<file path="config.mk">
export PLATFORM = sky130hd
export DESIGN_NAME = instr_fetch_unit
export DESIGN_NICKNAME = d
export VERILOG_FILES = /design/src/rtl/instr_fetch_unit.sv
export SDC_FILE = /design/constraint.sdc
export NUM_CORES = 1
export LEC_CHECK = 0
export BUFFER_PORTS_ARGS = -buffer_cell sky130_fd_sc_hd__buf_2
export CORE_UTILIZATION = 45
export CTS_CLUSTER_DIAMETER = 200
export CTS_CLUSTER_SIZE = 25
export DETAILED_ROUTE_END_ITERATION = 8
export MAX_ROUTING_LAYER = met4
export PLACE_DENSITY = 0.75
export SLEW_MARGIN = 20
export SYNTH_ARGS = -nofsm -noshare
export SYNTH_HDL_FRONTEND = slang
export SYNTH_SLANG_ARGS = --single-unit
</file>
<file path="constraint.sdc">
create_clock -name CLK -period 3.1 [get_ports CLK]
set_clock_uncertainty 0.15 [all_clocks]
set_input_delay 0.465 -clock CLK [delete_from_list [all_inputs] [get_ports CLK]]
set_output_delay 0.465 -clock CLK [all_outputs]
set_load 0.02 [all_outputs]
</file>
<file path="src/rtl/instr_fetch_unit.sv">
// Fetch stage: owns the PC, addresses the asynchronous instruction ROM and
// loads the IF/ID pipeline register with start-up, stall, flush, redirect and halt handling.
module instr_fetch_unit #(
  parameter int                    ADDR_WIDTH = 10,
  parameter int                    DATA_WIDTH = 32,
  parameter logic [31:0]           RESET_PC   = 32'h0000_0000,
  parameter logic [DATA_WIDTH-1:0] NOP_INSTR  = DATA_WIDTH'(32'h0000_0013)
) (
  input  logic                  CLK,
  input  logic                  RST_n,
  input  logic                  ENABLE,
  input  logic                  stall,
  input  logic                  flush,
  input  logic                  branch_taken,
  input  logic [31:0]           branch_target,
  output logic [ADDR_WIDTH-1:0] imem_addr,
  input  logic [DATA_WIDTH-1:0] imem_data,
  output logic [31:0]           pc_if,
  output logic [31:0]           pc_id,
  output logic [DATA_WIDTH-1:0] instr_id,
  output logic                  valid_id,
  output logic                  halted,
  output logic                  misalign_err
);

  typedef enum logic [1:0] {
    IDLE = 2'd0,
    RUN  = 2'd1,
    HALT = 2'd2
  } state_t;

  state_t                  state_q;
  // PC is kept word-aligned, so only bits [31:2] are stored
  logic [29:0]             pc_q;
  logic [31:0]             pc_id_q;
  logic [DATA_WIDTH-1:0]   instr_id_q;
  logic                    valid_id_q;
  logic                    halted_q;
  logic                    misalign_q;
  logic [29:0]             pc_inc_d;
  logic                    out_of_range_d;

  assign pc_inc_d       = pc_q + 30'd1;
  assign out_of_range_d = (pc_q[29:ADDR_WIDTH] != '0);

  assign imem_addr    = pc_q[ADDR_WIDTH-1:0];
  assign pc_if        = {pc_q, 2'b00};
  assign pc_id        = pc_id_q;
  assign instr_id     = instr_id_q;
  assign valid_id     = valid_id_q;
  assign halted       = halted_q;
  assign misalign_err = misalign_q;

  always_ff @(posedge CLK) begin
    if (!RST_n) begin
      state_q    <= IDLE;
      pc_q       <= RESET_PC[31:2];
      pc_id_q    <= 32'h0000_0000;
      instr_id_q <= NOP_INSTR;
      valid_id_q <= 1'b0;
      halted_q   <= 1'b0;
      misalign_q <= 1'b0;
    end else begin
      misalign_q <= 1'b0;
      case (state_q)
        IDLE: begin
          state_q <= ENABLE ? RUN : IDLE;
        end
        RUN: begin
          if (branch_taken) begin
            pc_q       <= branch_target[31:2];
            instr_id_q <= NOP_INSTR;
            valid_id_q <= 1'b0;
            misalign_q <= |branch_target[1:0];
          end else if (flush) begin
            instr_id_q <= NOP_INSTR;
            valid_id_q <= 1'b0;
            if (!stall && ENABLE) begin
              pc_q <= pc_inc_d;
            end else begin
              pc_q <= pc_q;
            end
          end else if (stall || !ENABLE) begin
            pc_q <= pc_q;
          end else if (out_of_range_d) begin
            // Fetch ran past the ROM end: park here until redirected
            state_q    <= HALT;
            halted_q   <= 1'b1;
            instr_id_q <= NOP_INSTR;
            valid_id_q <= 1'b0;
          end else begin
            pc_id_q    <= pc_if;
            instr_id_q <= imem_data;
            valid_id_q <= 1'b1;
            pc_q       <= pc_inc_d;
          end
        end
        HALT: begin
          if (branch_taken) begin
            state_q    <= RUN;
            halted_q   <= 1'b0;
            pc_q       <= branch_target[31:2];
            instr_id_q <= NOP_INSTR;
            valid_id_q <= 1'b0;
            misalign_q <= |branch_target[1:0];
          end else begin
            halted_q <= 1'b1;
          end
        end
        default: begin
          state_q    <= IDLE;
          halted_q   <= 1'b0;
          instr_id_q <= NOP_INSTR;
          valid_id_q <= 1'b0;
        end
      endcase
    end
  end

endmodule

</file>
==> results of run 1 <==
[layer usage]
layer	up-vias	global-route usage	share of wire
met4	0	0.0868	0.012
met3	13	0.0657	0.092
li1	2179	-	-
met2	227	0.381	0.46
met5	-	-	0
met1	2128	0.321	0.43
[kinds of logic after synthesis]
logic type / share of synthesized area
simple gates: 0.231
other cells: 0.000835
mux: 0.0267
flops: 0.432
fa+ha+maj: 0.0111
compound gates: 0.228
buf+inv: 0.0696
[flip-flops by register name, indices dropped and copies added, names as in the netlist]
signal,flops
pc_q,30
instr_id,32
state_q,2
misalign_err,1
pc_id,30
valid_id,1
halted,1
[metrics by stage]
| step | std cells | hold slack, ns | total power [mW] |
|---|---|---|---|
| 2_1_floorplan | 515 | 0.312 | 2.47 |
| 3_3_place_gp | 779 | 0.287 | 2.81 |
| 3_5_place_dp | 779 | 0.289 | 2.83 |
| 4_1_cts | 795 | 0.158 | 3.62 |
| 5_1_grt | 795 | 0.179 | 3.83 |
| 6_report | 795 | 0.178 | 3.61 |
[how the worst max path moves through the flow]
stage | end | slack [ns] | depth (start not counted) | start
final | pc_q[26] | 0.63 | 6 | pc_q[23]
after global routing | pc_q[29] | 0.48 | 6 | pc_q[23]
after CTS | pc_q[26] | 0.65 | 6 | pc_q[23]
after detailed placement | pc_q[26] | 0.66 | 6 | pc_q[23]
after global placement | pc_q[5] | 0.75 | 6 | pc_q[23]
after floorplan | pc_q[26] | 0.85 | 6 | pc_q[0]
[power breakdown]
part	total, mW	internal (mW)	switching [mW]
combinational	1.27	0.441	0.830
clock	0.795	0.307	0.487
sequential	1.55	1.35	0.196
[cell type report]
| class | instances | share of cell area |
|---|---|---|
| inverter | 5 | 0.00338 |
| clock inverter | 7 | 0.0110 |
| sequential | 97 | 0.349 |
| tap | 133 | 0.0299 |
| timing repair buffer | 188 | 0.176 |
| multi-input combinational | 356 | 0.408 |
| clock buffer | 9 | 0.0223 |
[tightest hold or removal path, cell delays in order]
cell and delay [ns]:
buf_2 0.07, a22oi_1 0.05, nor2_1 0.07
[synthesized netlist by cell type, types with 2 or more instances]
cell / instances / area (um^2)
o311ai_1: 2 / 17.5
o211ai_1: 2 / 15.0
nor2_1: 62 / 233
and2_1: 22 / 138
and4b_1: 3 / 30.0
nor4_1: 15 / 93.8
buf_4: 15 / 113
nand4_2: 2 / 25.0
nor4_4: 2 / 42.5
a31oi_1: 5 / 31.3
buf_2: 7 / 35.0
o32ai_1: 10 / 87.6
o21ai_0: 5 / 25.0
dfxtp_1: 97 / 1940
or3_1: 2 / 12.5
nand3_1: 9 / 45.0
and4_1: 3 / 26.3
a21oi_1: 27 / 135
a211oi_1: 11 / 82.6
o31a_1: 6 / 52.6
inv_1: 5 / 18.8
buf_6: 2 / 22.5
ha_1: 4 / 50.1
o21a_1: 2 / 15.0
nand4_1: 12 / 75.1
or2_1: 3 / 18.8
mux2i_1: 12 / 120
o31ai_1: 13 / 97.6
nor3_1: 12 / 60.1
and3_1: 5 / 31.3
nor2b_1: 8 / 50.1
o311ai_0: 9 / 78.8
o221a_1: 6 / 67.6
clkbuf_1: 32 / 120
a22oi_1: 31 / 233
nand2_1: 33 / 124
==> results.txt, run 1 <==
For this block, the via count after detailed routing is 4547. The post-route antenna net violation count is 0. The global placement routability congestion is 0.897.

The slew at the pin closest to its max-slew limit came out at 0.894 ns. The post-detailed-route DRC marker count is 0. The final core area utilization came out at 0.571. The worst-case headroom to the max-slew limit is 0.402. For this configuration, the core starts out at a cell density of 0.462. The longest individual stage delay on the worst path is ~0.47 ns.

The number of H-tree levels is 3. The total count of hold-check failures in the final report is 0. The minimum period implied by the final worst setup slack is 2.47 ns.

The via count of the first global-routing pass is roughly 4100. The total standard cell area after synthesis is around 0.0045 mm^2. The fraction of synthesis flops using an asynchronous set or reset pin came out at 0. Relative to the synthesized area, the layout overhead comes to 23.7%.

The clock latency reported for the late side of the worst-skew pair came out at 0.37 ns. The floorplan step set the die height to between 100 and 150 um. In this run, post-CTS repair resized a total of 0 instances. The count of mapped cells out of synthesis is between 500 and 600. The total count of max-transition violations in the final report came out at 0. The count of antenna diodes in the layout came out at 0. In this run the most critical hold path is launched from imem_data[24].

The worst-case hold path end point is instr_id[24]. The flow ran to the end, and the final reports show no timing, DRC or antenna violations. After clock tree synthesis, the setup repair step added 0 buffers. The final count of negative-setup-slack endpoints is 0. The final worst-path setup slack is 0.627 ns. The endpoint identified for the worst register-to-register timing path is pc_q[26]. The number of antenna violations at the first check in global routing came to 0. The number of vias per cell after detailed routing came out at 5.72. The library cells used most frequently in the layout, excluding fill and tap cells, are 174 x buf_2, 97 x dfxtp_1, 62 x nor2_1. The path class of the tightest hold or removal check is input port to flip-flop. The global router's overall resource usage is 0.250. The number of enable flip-flop cells after synthesis came out at 0.

The worst-case reg-to-reg path depth is 6. The number of cell rows is 36. The placed cell area is 0.00537 mm^2. In the final layout, the multi-input gates occupy 0.00227 mm^2.

The worst hold path was traced through 3 stages. The proportion of synthesized chip area in sequential cells came out at 0.432. The average cell area after synthesis is 8.78 um^2. The worst slack at placement came out at approximately 0.66 ns. In this run the horizontal extent of the chip is 102 um. The startpoint identified for the worst register-to-register timing path is pc_q[23].

Setup repair after global routing left no endpoint under its margin. The net total in the final layout came out at 731. Buffers inserted during clock tree synthesis total 9. The library cell used most frequently in the layout, excluding fill and tap cells, is buf_2.

The CTS tree is yes. Summed over all cells, the static leakage comes to 2.44 nW. Clock tree synthesis selected as its root buffer the cell clkbuf_8.

For the worst setup path, the data arrival time is 2.60 ns. In this run the worst path has a maximum fanout of 27. Fill cells in the final layout number 913. The global-route congestion overflow total came out at 0. STA classifies the critical path startpoint as a flip-flop.

The average wire per standard cell is 16.1 um. The number of sinks handled by clock tree synthesis came out at between 90 and 100. The critical path is of the flip-flop to flip-flop type. The highest clock frequency the design can meet is 404 MHz. For this block, the routed nets add up to 12800 um of wire. The final critical-path share of the clock period is 0.798. Traced cell by cell, the critical path runs through nor4_1 > nand3_1 > o21ba_2 > or2_1 > buf_4 > o32ai_1. The cell with the largest stage delay on the worst path is nor4_1. The power density of the placed cells came out at about 650 mW/mm^2. Yosys mapped the design onto between 50 and 60 distinct sky130hd cell types. The flip-flop and latch count after synthesis came out at 97. The combined buffer and inverter count along the critical path is 1. The number of synthesis warnings is 0. The placed wire-length estimate after detailed placement came out at between 8000 and 9000 um. The sequential cells in the finished layout cover a total of 0.00194 mm^2. STA classifies the critical path endpoint as a flip-flop.

The count of routing violations after the opening detailed-route iteration came out at 215. Among cell families on the critical path, the largest total delay comes from simple AND/OR/NAND/NOR gates. The cell area after layout came out at 0.00556 mm^2. The worst endpoint required time is 3.23 ns. The number of placed I/O pins is 179. The core area came out at 0.00973 mm^2. In the synthesized netlist the dominant register cell turns out to be dfxtp_1. The worst-case IR drop observed on VDD is 0.316 mV. The global-route wire length before repair came out at ~20000 um. The tool flagged a number of max-cap violations equal to 0.

The setup check on the worst reg-to-reg path leaves a slack of 0.63 ns. Entering global routing, the biggest net connects 37 pins. The detailed-router iteration count before antenna repair is 4. The proportion of layout cells with a drive suffix above 1 came out at 0.328. The die covers 0.0104 mm^2. The number of buffers inserted by port buffering is 174. Buffers inserted to repair hold after CTS numbered 0. Adding up every negative setup slack in the final design gives 0 ns. The worst-case clock buffer depth is 2.

The clock transition at the registers of the reported paths is 0.11 ns.
(Power assumes the default switching activity.)
==> run 2: changes to the inputs <==
==> constraint.sdc (replaced) <==
create_clock -name CLK -period 2.4 [get_ports CLK]
set_clock_uncertainty 0.15 [all_clocks]
set_input_delay 0.36 -clock CLK [delete_from_list [all_inputs] [get_ports CLK]]
set_output_delay 0.36 -clock CLK [all_outputs]
set_load 0.02 [all_outputs]
==> results.txt, run 2 (synthesis results as in run 1) <==
The detailed-route via count was 4704 (+3.5%). The global-route congestion overflow total is 0 (unchanged). The clock root buffer master is clkbuf_8.

The net total in the final layout came out at 757 (+3.6%). The global router's overall resource usage is 0.260 (+0.0100). The most common cell after layout, fill and taps aside is buf_2. The vertical die dimension is 102 um (unchanged). The final worst-path setup slack is 0.123 ns (-0.505 ns).

The post-detailed-route DRC marker count is 0 (unchanged). The number of antenna violations at the first check in global routing came to 0 (unchanged). The critical path start-end classification is flip-flop to flip-flop. In the layout the commonest cells are 174 x buf_2, 97 x dfxtp_1, 61 x nor2_1. The final routed wirelength across all metal layers came out at 13200 um (+3.7%).

The worst-case headroom to the max-slew limit was 0.638 (+0.237). The final hold slack came out at 0.0725 ns (-0.106 ns). STA classifies the critical path startpoint as a flip-flop.

The number of sinks handled by clock tree synthesis came out at 97 (unchanged). The run finished with clean final reports. The relative area change from synthesis to final layout came out at 29.8%. The total count of max-transition violations in the final report is 0 (unchanged).

The final core area utilization is 0.600 (+0.0283). The number of cell rows was 36 (unchanged). The maximum resistive drop on vdd came out at 0.392 mV (+24%). The number of resized instances in the post-cts repair step is 0 (unchanged). The proportion of layout cells with a drive suffix above 1 is 0.355 (+0.0269). TritonCTS built the clock tree. The highest clock frequency the design can meet is 439 MHz (+8.6%).

The worst endpoint required time was 2.49 ns (-0.74 ns). The via count of the first global-routing pass is 4458 (+8.3%). The worst-case clock buffer depth is 2 (unchanged). The post-route antenna net violation count came out at 0 (unchanged).

The count of routing violations after the opening detailed-route iteration was 278 (+29%). The data arrival time of the critical path is 2.37 ns (-0.23 ns). The largest driver fanout on the critical path came out at 33 (+22%). The quantity of hold-fixing buffers added after cts came out at 0 (unchanged). The number of vias per cell after detailed routing was 5.73 (+0.18%).

The number of H-tree levels is 3 (unchanged). The number of max-capacitance violations reported came to 0 (unchanged). The path class of the tightest hold or removal check is input port to flip-flop.

The endpoint class of the critical path is a flip-flop. The core area is 0.00973 mm^2 (unchanged). The worst slack at placement came out at 0.143 ns (-0.512 ns). The clock transition at the registers of the reported paths came out at 0.10 ns (about the same). The count of antenna diodes in the layout came out at 0 (unchanged). The minimum period implied by the final worst setup slack is 2.28 ns (-0.195 ns). The average wire per standard cell came to 16.1 um (+0.37%). The placed wire-length estimate after detailed placement came to 9250 um (+5.8%). The global-route wire length before repair is 20800 um (+4.3%). The starting density of the core is 0.462 (unchanged).

The power density of the placed cells came to 842 mW/mm^2 (+29%). The number of inserted filler cells in the final layout came out at 909 (-0.44%). The area enclosed by the die boundary came to 0.0104 mm^2 (unchanged). The CTS buffer count came out at 9 (unchanged). The chip width is 102 um (unchanged). The leakage power figure came out at 2.60 nW (+6.6%). The number of buffers inserted by port buffering came to 174 (unchanged).

The final critical-path share of the clock period is 0.949 (+0.151). The post-route setup TNS is 0 ns (unchanged). The total count of hold-check failures in the final report is 0 (unchanged). The global placement routability congestion was 0.894 (-0.41%).

The number of placed I/O pins came to 179 (unchanged). The detailed-router iteration count before antenna repair came to 5 (+1). The clock latency reported for the late side of the worst-skew pair came out at 0.38 ns (about the same). The final count of negative-setup-slack endpoints came to 0 (unchanged). The flip-flop count of the largest register after layout came to 32 (unchanged). The largest net degree at the start of global routing is 37 (unchanged). The slew at the pin closest to its max-slew limit was 0.542 ns (-0.352 ns).

The post-CTS setup buffer count came out at 0 (unchanged). Setup repair after global routing left no endpoint under its margin.
==> run 2: changes by cell type in the layout (fill, tap and decap cells not counted) <==
cell      before  now
buf_12         0    6
buf_4         14   34
clkinv_4       1    3
inv_6          3    0
inv_8          1    2
nor2_1        62   61
nor2_2         0    1
==> run 2: metal layers <==
metal	part of all wire	up-vias	track usage
met5	0	-	-
met4	0.017	0	0.107
met3	0.089	21	0.0575
met2	0.47	262	0.414
met1	0.42	2190	0.320
li1	-	2231	-
==> run 2: worst max-delay path: stages (launching register included) <==
cell	delay [ns]
dfxtp_1	0.39
inv_1	0.08
ha_1	0.24
nor2b_1	0.18
or2_1	0.24
nor4_2	0.40
buf_12	0.23
nor2b_1	0.15
o21ai_0	0.08
==> run 2: area by class of cell <==
| type | instances | area [um^2] | area share |
|---|---|---|---|
| clock buffers | 9 | 124 | 0.0212 |
| well taps | 133 | 166 | 0.0285 |
| multi-input cells | 356 | 2270 | 0.390 |
| inverters | 5 | 18.8 | 0.00322 |
| clock inverters | 7 | 63.8 | 0.0109 |
| flip-flops and latches | 97 | 1940 | 0.333 |
| repair buffers | 214 | 1250 | 0.214 |
==> run 2: where the power goes <==
part | total, mW | internal [mW] | switching, mW
combinational | 1.93 | 0.720 | 1.21
sequential | 1.94 | 1.75 | 0.188
clock | 1.04 | 0.397 | 0.645
==> run 2: final timing paths <==
| path | start | end | slack [ns] | depth (start not counted) |
|---|---|---|---|---|
| max | state_q[0] | instr_id[4] | 0.12 | 8 |
| min | imem_data[24] | instr_id[24] | 0.07 | 3 |
| max reg2reg | state_q[0] | instr_id[4] | 0.12 | 8 |
| min reg2reg | pc_id[28] | pc_id[28] | 0.31 | 1 |
==> run 2: metrics by stage <==
| step | total power, mW | area [um^2] | cells |
|---|---|---|---|
| finish | 4.91 | 5830 | 821 |
| global route | 5.15 | 5830 | 821 |
| CTS | 4.89 | 5830 | 821 |
| detailed placement | 3.87 | 5640 | 805 |
| global placement | 3.83 | 5640 | 805 |
| floorplan | 3.19 | 4500 | 515 |
